`config.mk`:
```
export PLATFORM = sky130hd
export DESIGN_NAME = mem_port_arbiter
export DESIGN_NICKNAME = d
export VERILOG_FILES = /design/src/rtl/mem_port_arbiter_pkg.sv /design/src/rtl/mem_port_arbiter_rr_grant_select.sv /design/src/rtl/mem_port_arbiter.sv
export SDC_FILE = /design/constraint.sdc
export NUM_CORES = 1
export LEC_CHECK = 0
export ABC_AREA = 1
export CORE_ASPECT_RATIO = 0.75
export CORE_MARGIN = 3
export CORE_UTILIZATION = 45
export CTS_BUF_LIST = sky130_fd_sc_hd__clkbuf_4 sky130_fd_sc_hd__clkbuf_8
export DETAILED_ROUTE_END_ITERATION = 8
export HOLD_SLACK_MARGIN = 0.12
export MAX_ROUTING_LAYER = met4
export PLACE_DENSITY = 0.87
export SYNTH_ARGS = -nofsm -noshare
export SYNTH_HDL_FRONTEND = slang
export SYNTH_HIERARCHICAL = 1
export SYNTH_SLANG_ARGS = --single-unit
export TNS_END_PERCENT = 30
```
`constraint.sdc`:
```
create_clock -name clk -period 7.7 [get_ports clk]
set_clock_uncertainty 0.15 [all_clocks]
set_input_delay 1.155 -clock clk [delete_from_list [all_inputs] [get_ports clk]]
set_output_delay 1.155 -clock clk [all_outputs]
set_load 0.01 [all_outputs]
```
`src/rtl/mem_port_arbiter_pkg.sv`:
```
// -----------------------------------------------------------------------------
// mem_port_arbiter_pkg
// Shared types for the instruction/data memory port arbiter: FSM state
// encoding and grant identifiers used by the arbiter and its tie-break
// selector.
// -----------------------------------------------------------------------------
package mem_port_arbiter_pkg;

    typedef enum logic [1:0] {
        IDLE  = 2'd0,
        IBUSY = 2'd1,
        DBUSY = 2'd2,
        DONE  = 2'd3
    } state_e;

    localparam logic GRANT_I = 1'b0;
    localparam logic GRANT_D = 1'b1;

endpackage

```
`src/rtl/mem_port_arbiter_rr_grant_select.sv`:
```
// -----------------------------------------------------------------------------
// rr_grant_select
// Two-way round-robin grant choice between instruction and data requesters.
// A lone requester always wins; on a tie the port not granted last wins.
//
// Ports
//   ireq        in   instruction-fetch request
//   dreq        in   data-access request
//   last_grant  in   port granted most recently (GRANT_I / GRANT_D)
//   grant_valid out  at least one request pending
//   grant       out  selected port (GRANT_I / GRANT_D)
// -----------------------------------------------------------------------------
module rr_grant_select (
    input  logic ireq,
    input  logic dreq,
    input  logic last_grant,
    output logic grant_valid,
    output logic grant
);
    import mem_port_arbiter_pkg::*;

    always_comb begin
        grant_valid = ireq | dreq;
        if (ireq && dreq) begin
            grant = ~last_grant;
        end else if (dreq) begin
            grant = GRANT_D;
        end else begin
            grant = GRANT_I;
        end
    end

endmodule

```
`src/rtl/mem_port_arbiter.sv`:
```
// -----------------------------------------------------------------------------
// mem_port_arbiter
// Shares one memory port between an instruction-fetch requester and a data
// requester. One transaction at a time; ties are broken round-robin.
//
// state | meaning
// ------+--------------------------------------------------------------
// IDLE  | no transaction; arbitrate pending requests at the next edge
// IBUSY | fetch issued on memory port, waiting for mack
// DBUSY | load/store issued on memory port, waiting for mack
// DONE  | ready pulse to the granted requester, then back to IDLE
//
// Ports
//   clk, reset                 clock, async active-high reset
//   ireq/iaddr -> irdata/iready         instruction-fetch side
//   dreq/dwe/daddr/dwdata -> drdata/dready   data side
//   mreq/mwe/maddr/mwdata (registered), mrdata/mack   memory side
// -----------------------------------------------------------------------------
module mem_port_arbiter #(
    parameter int WIDTH = 32
) (
    input  logic             clk,
    input  logic             reset,
    input  logic             ireq,
    input  logic [WIDTH-1:0] iaddr,
    output logic [WIDTH-1:0] irdata,
    output logic             iready,
    input  logic             dreq,
    input  logic             dwe,
    input  logic [WIDTH-1:0] daddr,
    input  logic [WIDTH-1:0] dwdata,
    output logic [WIDTH-1:0] drdata,
    output logic             dready,
    output logic             mreq,
    output logic             mwe,
    output logic [WIDTH-1:0] maddr,
    output logic [WIDTH-1:0] mwdata,
    input  logic [WIDTH-1:0] mrdata,
    input  logic             mack
);
    import mem_port_arbiter_pkg::*;

    state_e           state_q, state_d;
    logic             last_grant_q, last_grant_d;
    logic             mreq_q, mreq_d;
    logic             mwe_q, mwe_d;
    logic [WIDTH-1:0] maddr_q, maddr_d;
    logic [WIDTH-1:0] mwdata_q, mwdata_d;
    logic [WIDTH-1:0] irdata_q, irdata_d;
    logic [WIDTH-1:0] drdata_q, drdata_d;
    logic             iready_q, iready_d;
    logic             dready_q, dready_d;

    logic             grant_valid;
    logic             grant;

    rr_grant_select u_rr_grant_select (
        .ireq        (ireq),
        .dreq        (dreq),
        .last_grant  (last_grant_q),
        .grant_valid (grant_valid),
        .grant       (grant)
    );

    always_comb begin
        state_d      = state_q;
        last_grant_d = last_grant_q;
        mreq_d       = mreq_q;
        mwe_d        = mwe_q;
        maddr_d      = maddr_q;
        mwdata_d     = mwdata_q;
        irdata_d     = irdata_q;
        drdata_d     = drdata_q;
        iready_d     = 1'b0;
        dready_d     = 1'b0;

        unique case (state_q)
            IDLE: begin
                if (grant_valid) begin
                    last_grant_d = grant;
                    mreq_d       = 1'b1;
                    if (grant == GRANT_D) begin
                        state_d  = DBUSY;
                        mwe_d    = dwe;
                        maddr_d  = daddr;
                        mwdata_d = dwdata;
                    end else begin
                        state_d  = IBUSY;
                        mwe_d    = 1'b0;
                        maddr_d  = iaddr;
                        mwdata_d = '0;
                    end
                end
            end
            IBUSY, DBUSY: begin
                if (mack) begin
                    state_d = DONE;
                    mreq_d  = 1'b0;
                    mwe_d   = 1'b0;
                    if (state_q == DBUSY) begin
                        dready_d = 1'b1;
                        // Stores complete without disturbing the last load value.
                        if (!mwe_q) begin
                            drdata_d = mrdata;
                        end
                    end else begin
                        iready_d = 1'b1;
                        irdata_d = mrdata;
                    end
                end
            end
            DONE: begin
                // No arbitration here: the requester is still dropping its req.
                state_d = IDLE;
            end
            default: state_d = IDLE;
        endcase
    end

    always_ff @(posedge clk or posedge reset) begin
        if (reset) begin
            state_q      <= IDLE;
            last_grant_q <= GRANT_I;
            mreq_q       <= 1'b0;
            mwe_q        <= 1'b0;
            maddr_q      <= '0;
            mwdata_q     <= '0;
            irdata_q     <= '0;
            drdata_q     <= '0;
            iready_q     <= 1'b0;
            dready_q     <= 1'b0;
        end else begin
            state_q      <= state_d;
            last_grant_q <= last_grant_d;
            mreq_q       <= mreq_d;
            mwe_q        <= mwe_d;
            maddr_q      <= maddr_d;
            mwdata_q     <= mwdata_d;
            irdata_q     <= irdata_d;
            drdata_q     <= drdata_d;
            iready_q     <= iready_d;
            dready_q     <= dready_d;
        end
    end

    assign mreq   = mreq_q;
    assign mwe    = mwe_q;
    assign maddr  = maddr_q;
    assign mwdata = mwdata_q;
    assign irdata = irdata_q;
    assign drdata = drdata_q;
    assign iready = iready_q;
    assign dready = dready_q;

endmodule

```
==> impl_metrics.tcl, run 1 <==
set metrics [dict create \
    crit_required_ns 7.86 \
    route.antenna.remaining_nets 0 \
    grt_max_degree 82 \
    worst_skew_pair.late_latency_ns 0.43 \
    post_cts_resized 0 \
    numCtsBuffers 17 \
    die-width_um 134 \
    final.setup.tns_ns 0 \
    drive_gt1_share_pct 7.94 \
    cap_violations 0 \
    tightestPinTransition_ns 1.03 \
    max_clock_freq_ghz 0.284 \
    path_class "input pin to register" \
    seqCellArea_um2 3380 \
    final.fill_count 813 \
    cts_max_path_buffers 2 \
    drcViolationCount 0 \
    muxShareOfSynthArea_pct 0 \
    hpwlAfterDp_mm 12.2 \
    firstDrtPassIters 5 \
    max_slew_margin_pct 31.5 \
    tritoncts "done" \
    vias 5157 \
    postCtsSetupBuffers 0 \
    die_height_um 102 \
    wl_per_cell_um 16.6 \
    end_kind "register" \
    routed_via_density 5.00 \
    fin_crit_sh_pct 45.7 \
    root_buffer "clkbuf_8" \
    p_per_area_nw_per_um2 415 \
    io_buffers 265 \
    insertedDiodeCount 0 \
    status "finished clean" \
    cts.sinks 135 \
    hold_viol 0 \
    syn_nets 741 \
    initial_core_util_pct 47.1 \
    gp_congestion 0.842 \
    setup_ws_ns 4.18 \
    multi_input_area_um2 1800 \
    power_leakage_nw 3.93 \
    mostFrequentLayoutCell "clkdlybuf4s50_1" \
    area_delta_synth_final_pct 56.5 \
    period_minus_slack_ns 3.52 \
    hold_depth 2 \
    wl_mm 17.1 \
    grt_pass1_wl_mm 27.2 \
    grt_use_total_pct 26.3 \
    ir_drop_mv 0.215 \
    ys_warn_count 6 \
    synth_area_um2 5570 \
    final_cell_mix "clkdlybuf4s50_1, nand2_1, dfrtp_1, a21oi_1, o21ai_0" \
    core_um2 11800 \
    r2r_cells 7 \
    setup_viol 0 \
    drtIter0Drc 272 \
    grt_antenna_before_repair 0 \
    rsz0062_at_grt "false" \
    fp-row-count 34 \
    finalMaxSlewViolations 0 \
    crit_fanout 68 \
    postSynthCellCount 604 \
    synth_compound_area_share_pct 16.3 \
    dieArea_um2 13800 \
    h-tree-depth 4 \
    hold_buffers 0 \
    crit_arrival_ns 3.68 \
    grt_pass1_vias 5359 \
    grt-ovfl-total 0 \
    worstSetupStartpointType "input pin" \
    path_clk_slew_ns 0.07 \
    synth_cell_type_count 21 \
    place_ws_ns 3.79 \
    finalNetCount 993 \
    synth_fa_ha_area_share_pct 0.674 \
    synth_area_per_cell_um2 9.21 \
    synth_top_family_by_area "compound AO/OA/AOI/OAI gates" \
    synth_xor_xnor_area_share_pct 0 \
    io_pins 266 \
    ys_ff_latch 135 \
    ys_seq_area_share_pct 60.7 \
    yosys.area_share.simple_pct 15.1 \
    hp-class "register to register" \
]
-- sequential cells by signal, summed over array words and instances (netlist names) --
| signal | count |
|---|---|
| drdata | 32 |
| irdata | 32 |
| maddr | 32 |
| mwdata | 32 |
| state_q | 2 |
| dready | 1 |
| iready | 1 |
| last_grant_q | 1 |
| mreq | 1 |
| mwe | 1 |
-- per-layer routing --
metal  vias up  GRT usage [%]  wire length [µm]
met5         -              -                 0
met4         0           10.0               467
met3        38           6.79              1460
met2       233           44.4              8680
met1      2453           30.6              6550
li1       2433              -                 -
-- power breakdown --
group | internal, mW | switching, mW | leakage, nW
Combinational | 0.844 | 0.841 | 2.03
Clock | 0.401 | 0.272 | 0.226
Sequential | 1.05 | 0.204 | 1.67
Total | 2.30 | 1.32 | 3.93
-- logic make-up after synthesis --
logic type,count (synthesis)
fa+ha+maj,3
compound gates,164
buf+inv,83
flops,135
simple gates,219
-- stage by stage --
stage	instances	power (mW)	hold slack (ns)	util (%)	instance area (µm²)
after global routing	1031	3.85	0.358	73.6	8710
after floorplan	604	2.05	0.299	-	5570
after detailed placement	999	2.95	0.313	69.7	8240
after global placement	999	2.87	0.313	69.7	8240
after CTS	1031	3.64	0.332	73.6	8710
final	1031	3.62	0.331	73.6	8710
-- final cells by class --
cell class	instances	area share (%)
inverter	47	2.08
multi-input combinational	386	20.7
clock inverter	12	2.30
clock buffer	20	3.02
sequential	135	38.8
tap	162	2.33
timing repair buffer	269	30.8
-- synthesized netlist by cell type --
master | instances | area, µm²
nand4_1 | 1 | 6.26
o21ai_2 | 23 | 201
nor2_2 | 1 | 6.26
a21oi_1 | 65 | 325
o21ai_1 | 19 | 95.1
clkbuf_2 | 1 | 5.00
nand3_1 | 1 | 5.00
inv_2 | 4 | 15.0
nand2_1 | 180 | 676
inv_1 | 43 | 161
buf_2 | 11 | 55.1
nor2_1 | 33 | 124
nand2_4 | 1 | 11.3
o21ai_0 | 57 | 285
nand2_2 | 1 | 6.26
buf_6 | 6 | 67.6
or2_1 | 1 | 6.26
clkbuf_1 | 10 | 37.5
buf_4 | 8 | 60.1
dfrtp_1 | 135 | 3380
ha_1 | 3 | 37.5
-- worst paths after layout --
kind / from / endpoint / slack [ns]
max in group asynchronous: reset / maddr[3] / 4.99
worst min-delay path: mreq / mreq / 0.33
worst max-delay path: ireq / maddr[0] / 4.18
worst max register to register: state_q[1] / maddr[0] / 4.93
worst min register to register: mreq / mreq / 0.33
min in group asynchronous: reset / drdata[15] / 0.99
-- critical path, cell delays in order --
cell and delay [ns]:
clkdlybuf4s50_1 0.45, or2_1 0.27, nand2_2 0.49, buf_4 0.59, inv_2 0.40, nor2_1 0.23, a21oi_1 0.06
Power figures use the tool's default switching activity.
==> inputs of run 2 (changes only) <==
Settings changed: CORE_UTILIZATION 45 to 38, PLACE_DENSITY 0.87 to 0.78.
Clock period 7.7 ns to 2.8 ns, I/O delays scaled along.
==> run 2 against run 1 <==
Cell count increased by 3.6%. Combinational power grew to 2.7 times the previous value. First-iteration DRC count grew 9.2%. Die area grew 17%. Global-route usage decreased by 6.2 points. Clock power grew 130%. Register-to-register slack worse by 4.1 ns. Via count down 3.1%. Total power rose to 2.6 times the previous value. Critical endpoint is now irdata[16]. Highest routed layer unchanged.
==> impl_metrics.tcl, run 2 (synthesis results as in run 1) <==
set metrics [dict create \
    setup_ws_ns 0.825 \
    io_buffers 265 \
    power_leakage_nw 3.91 \
    finalNetCount 997 \
    max_slew_margin_pct 58.4 \
    h-tree-depth 4 \
    hold_viol 0 \
    hp-class "input pin to asynchronous set/reset pin" \
    grt_use_total_pct 20.1 \
    p_clk_share_pct 16.2 \
    period_minus_slack_ns 1.97 \
    fin_cells 1068 \
    routed_via_density 4.68 \
    core_um2 14000 \
    cts_max_path_buffers 2 \
    vias 4995 \
    drive_gt1_share_pct 8.36 \
    mostFrequentLayoutCell "clkdlybuf4s50_1" \
    cts.sinks 135 \
    dieArea_um2 16100 \
    place_ws_ns 0.590 \
    worst_skew_pair.late_latency_ns 0.41 \
    die_height_um 111 \
    final.setup.tns_ns 0 \
    crit_arrival_ns 2.18 \
    hpwlAfterDp_mm 11.7 \
    final.fill_count 1219 \
    path_clk_slew_ns 0.09 \
    fp-row-count 37 \
    grt_pass1_vias 4905 \
    place_inst 1036 \
    postCtsSetupBuffers 0 \
    max_clock_freq_ghz 0.506 \
    p_comb_share_pct 48.1 \
    rr_endpoint "irdata[16]" \
    end_kind "register" \
    wl_mm 15.8 \
    grt_pass1_wl_mm 25.4 \
    wl_per_cell_um 14.8 \
    drcViolationCount 0 \
    crit_required_ns 3.01 \
    finalMaxSlewViolations 0 \
    post_cts_resized 0 \
    p_seq_share_pct 35.7 \
    p_per_area_nw_per_um2 1090 \
    rsz0062_at_grt "false" \
    cp-startpoint "state_q[0]" \
    status "finished clean" \
    fin_crit_sh_pct 70.5 \
    numCtsBuffers 17 \
    insertedDiodeCount 0 \
    gp_congestion 0.816 \
    grt_antenna_before_repair 0 \
    hold_buffers 0 \
    worstSetupStartpointType "register" \
    root_buffer "clkbuf_8" \
    drtIter0Drc 297 \
    cap_violations 0 \
    area_delta_synth_final_pct 56.9 \
    final_cell_mix "clkdlybuf4s50_1, nand2_1, dfrtp_1, a21oi_1, o21ai_0" \
    p_sw_mw 3.55 \
    firstDrtPassIters 4 \
    grt-ovfl-total 0 \
    io_pins 266 \
    r2r_cells 8 \
    switching_share_pct 37.3 \
    placed_area_um2 8350 \
    rr_startpoint "state_q[0]" \
    die-width_um 146 \
    reg2reg_slack_ns 0.83 \
    setup_viol 0 \
    route.antenna.remaining_nets 0 \
    critPathCapture "irdata[16]" \
    tritoncts "done" \
    path_class "register to register" \
    initial_core_util_pct 39.7 \
    grt_max_degree 65 \
    crit_fanout 44 \
    fin_area_um2 8730 \
    p_int_mw 5.98 \
    ir_drop_mv 0.481 \
    tightestPinTransition_ns 0.623 \
]
[run 2: layout make-up]
| type | count | area [µm²] | share of cell area, % |
|---|---|---|---|
| flip-flops and latches | 135 | 3380 | 38.7 |
| repair buffers | 273 | 2750 | 31.5 |
| multi-input cells | 386 | 1800 | 20.6 |
| well taps | 195 | 244 | 2.79 |
| clock buffers | 18 | 241 | 2.77 |
| inverters | 47 | 180 | 2.06 |
| clock inverters | 14 | 138 | 1.58 |
[run 2: per-layer routing]
layer / vias up / part of all wire, % / wire, µm / GRT usage [%]
met5: - / 0 / 0 / -
met4: 0 / 2.0 / 314 / 6.58
met3: 25 / 8.1 / 1290 / 6.33
met2: 213 / 46 / 7350 / 31.2
met1: 2321 / 44 / 6890 / 25.2
li1: 2436 / - / - / -
[run 2: power by group through the flow]
| stage | logic (mW) | clock network, mW | registers, mW |
|---|---|---|---|
| floorplan | 1.80 | 0 | 3.83 |
| global placement | 4.55 | 0 | 3.40 |
| detailed placement | 4.63 | 0 | 3.43 |
| CTS | 4.65 | 1.59 | 3.41 |
| global route | 5.02 | 1.67 | 3.53 |
| finish | 4.59 | 1.54 | 3.40 |
[run 2: worst min path at each step]
stage	slack [ns]	cells after the start	to
4_1_cts	0.26	2	mwdata[24]
5_1_grt	0.28	2	mwdata[24]
2_1_floorplan	0.30	2	state_q[0]
3_5_place_dp	0.32	2	irdata[25]
3_3_place_gp	0.31	2	mreq
6_report	0.27	2	mwdata[24]
[run 2: per-stage QoR]
step / util [%] / power, mW / hold WS (ns)
floorplan: - / 5.63 / 0.299
global placement: 59.5 / 7.96 / 0.305
detailed placement: 59.5 / 8.07 / 0.318
CTS: 62.2 / 9.65 / 0.257
global route: 62.2 / 10.2 / 0.282
finish: 62.2 / 9.53 / 0.267
[run 2: worst max-delay path, cell delays in order (launching register included)]
cell	delay (ns)
dfrtp_1	0.35
inv_1	0.07
ha_1	0.36
inv_2	0.10
nor2_2	0.04
nand2_2	0.35
buf_12	0.30
nand2_1	0.11
o21ai_2	0.07
==> inputs of run 3 (changes only) <==
Clock period 2.8 ns to 1.6 ns, I/O delays scaled along.
==> run 3 against run 2 <==
Total power is 76% higher. Worst setup slack worse by 0.77 ns. Maximum frequency is 28% higher. Via count is 3.0% higher. Design area is 3.5% higher. Clock-buffer cell count is 1 higher. Sequential share of layout area is 1.3 points lower. Core utilization is 2.2 points higher. Critical endpoint is now irdata[12]. Critical path type unchanged. Combinational power is 71% higher.
==> impl_metrics.tcl, run 3 (synthesis results as in run 1) <==
set metrics [dict create \
    status "finished clean" \
    insertedDiodeCount 0 \
    use_met2_pct 33.1 \
    setup_viol 0 \
    fin_area_um2 9030 \
    gp_congestion 0.846 \
    worst_skew_pair.late_latency_ns 0.42 \
    r2r_cells 8 \
    die-width_um 146 \
    cts_max_path_buffers 2 \
    cts.sinks 135 \
    hold_viol 0 \
    die_height_um 111 \
    grtUsageMet3_pct 7.52 \
    routed_via_density 4.72 \
    crit_arrival_ns 1.72 \
    path_clk_slew_ns 0.08 \
    power_leakage_nw 4.45 \
    crit_fanout 10 \
    vias 5144 \
    period_minus_slack_ns 1.54 \
    dieArea_um2 16100 \
    grt_use_total_pct 21.4 \
    grt_use_met1_pct 26.7 \
    fin_crit_sh_pct 96.2 \
    crit_required_ns 1.78 \
    power_mw 16.8 \
    tritoncts "done" \
    rr_endpoint "irdata[12]" \
    tightestPinTransition_ns 0.405 \
    rr_startpoint "state_q[1]" \
    grt_max_degree 76 \
    final_cell_mix "nand2_1, dfrtp_1, clkdlybuf4s50_1, dlygate4sd2_1, a21oi_1" \
    place_inst 1050 \
    root_buffer "clkbuf_8" \
    wl_mm 17.2 \
    firstDrtPassIters 5 \
    p_per_area_nw_per_um2 1860 \
    finalMaxSlewViolations 0 \
    numCtsBuffers 17 \
    hpwlAfterDp_mm 12.3 \
    worstSetupStartpointType "register" \
    worstHoldStart "daddr[9]" \
    wl_per_cell_um 15.8 \
    drive_gt1_share_pct 11.5 \
    top_usage_layer "met2" \
    hp-class "input pin to register" \
    core_um2 14000 \
    grt_pass1_wl_mm 27.0 \
    fin_cells 1090 \
    rsz0062_at_grt "true" \
    io_pins 266 \
    grt_antenna_before_repair 0 \
    worst_hold_slack_ns 0.204 \
    route.antenna.remaining_nets 0 \
    max_slew_margin_pct 73.0 \
    initial_core_util_pct 39.7 \
    reg2reg_slack_ns 0.06 \
    grt_pass1_vias 5229 \
    cap_violations 0 \
    final.setup.tns_ns 0 \
    end_kind "register" \
    finalNetCount 1019 \
    hold_depth 3 \
    drtIter0Drc 247 \
    drcViolationCount 0 \
    mostFrequentLayoutCell "nand2_1" \
    area_delta_synth_final_pct 62.3 \
    h-tree-depth 4 \
    path_class "register to register" \
    fp-row-count 37 \
    grt-ovfl-total 0 \
    placed_area_um2 8580 \
    io_buffers 265 \
    whs_endpoint "maddr[9]" \
    ir_drop_mv 0.733 \
    max_clock_freq_ghz 0.649 \
]
## run 3: worst max-delay path by stage
stage	start	to	slack [ns]	cells past startpoint
after global placement	ireq	maddr[31]	-0.15	6
final	state_q[1]	irdata[12]	0.06	8
after detailed placement	ireq	maddr[31]	-0.26	6
after CTS	state_q[1]	irdata[16]	0.002	8
after global routing	state_q[1]	irdata[12]	-0.02	8
after floorplan	reset	drdata[0]	-0.47	1
## run 3: area by class of cell
class	count	area, µm²
clock buffer	19	255
clock inverter	13	169
fill	1189	4990
inverter	47	188
multi-input combinational	386	1860
sequential	135	3380
tap	195	244
timing repair buffer	295	2940
## run 3: critical path: stages, from the launching register on
cell	delay, ns
dfrtp_1	0.38
inv_2	0.06
ha_4	0.28
inv_4	0.04
nor2_4	0.09
nand2_4	0.10
buf_4	0.20
nand2_1	0.09
o21ai_2	0.05
## run 3: repair_timing
item	in CTS	in global routing
cloned	0	4
hold buffers	1	0
resized for setup	133	27
endpoints found under the hold margin	37	0
endpoints found under the setup margin	146	96
setup buffers	0	3
## run 3: where the power goes
part | total, mW | internal [mW] | switching [mW]
sequential | 5.96 | 5.07 | 0.890
clock | 3.00 | 1.62 | 1.38
combinational | 7.83 | 3.64 | 4.19
total | 16.8 | 10.3 | 6.46
## run 3: through the flow
stage | setup WS [ns] | util [%]
2_1_floorplan | -0.469 | -
3_3_place_gp | -0.149 | 61.2
3_5_place_dp | -0.260 | 61.2
4_1_cts | 0.00213 | 63.2
5_1_grt | -0.0219 | 64.4
6_report | 0.0601 | 64.4
## run 3: metal layers
layer  part of all wire [%]  up-vias  wire, µm
met5                      0        -         0
met4                    1.4        0       240
met3                    8.7       16      1500
met2                     47      240      8140
met1                     43     2396      7320
li1                       -     2492         -
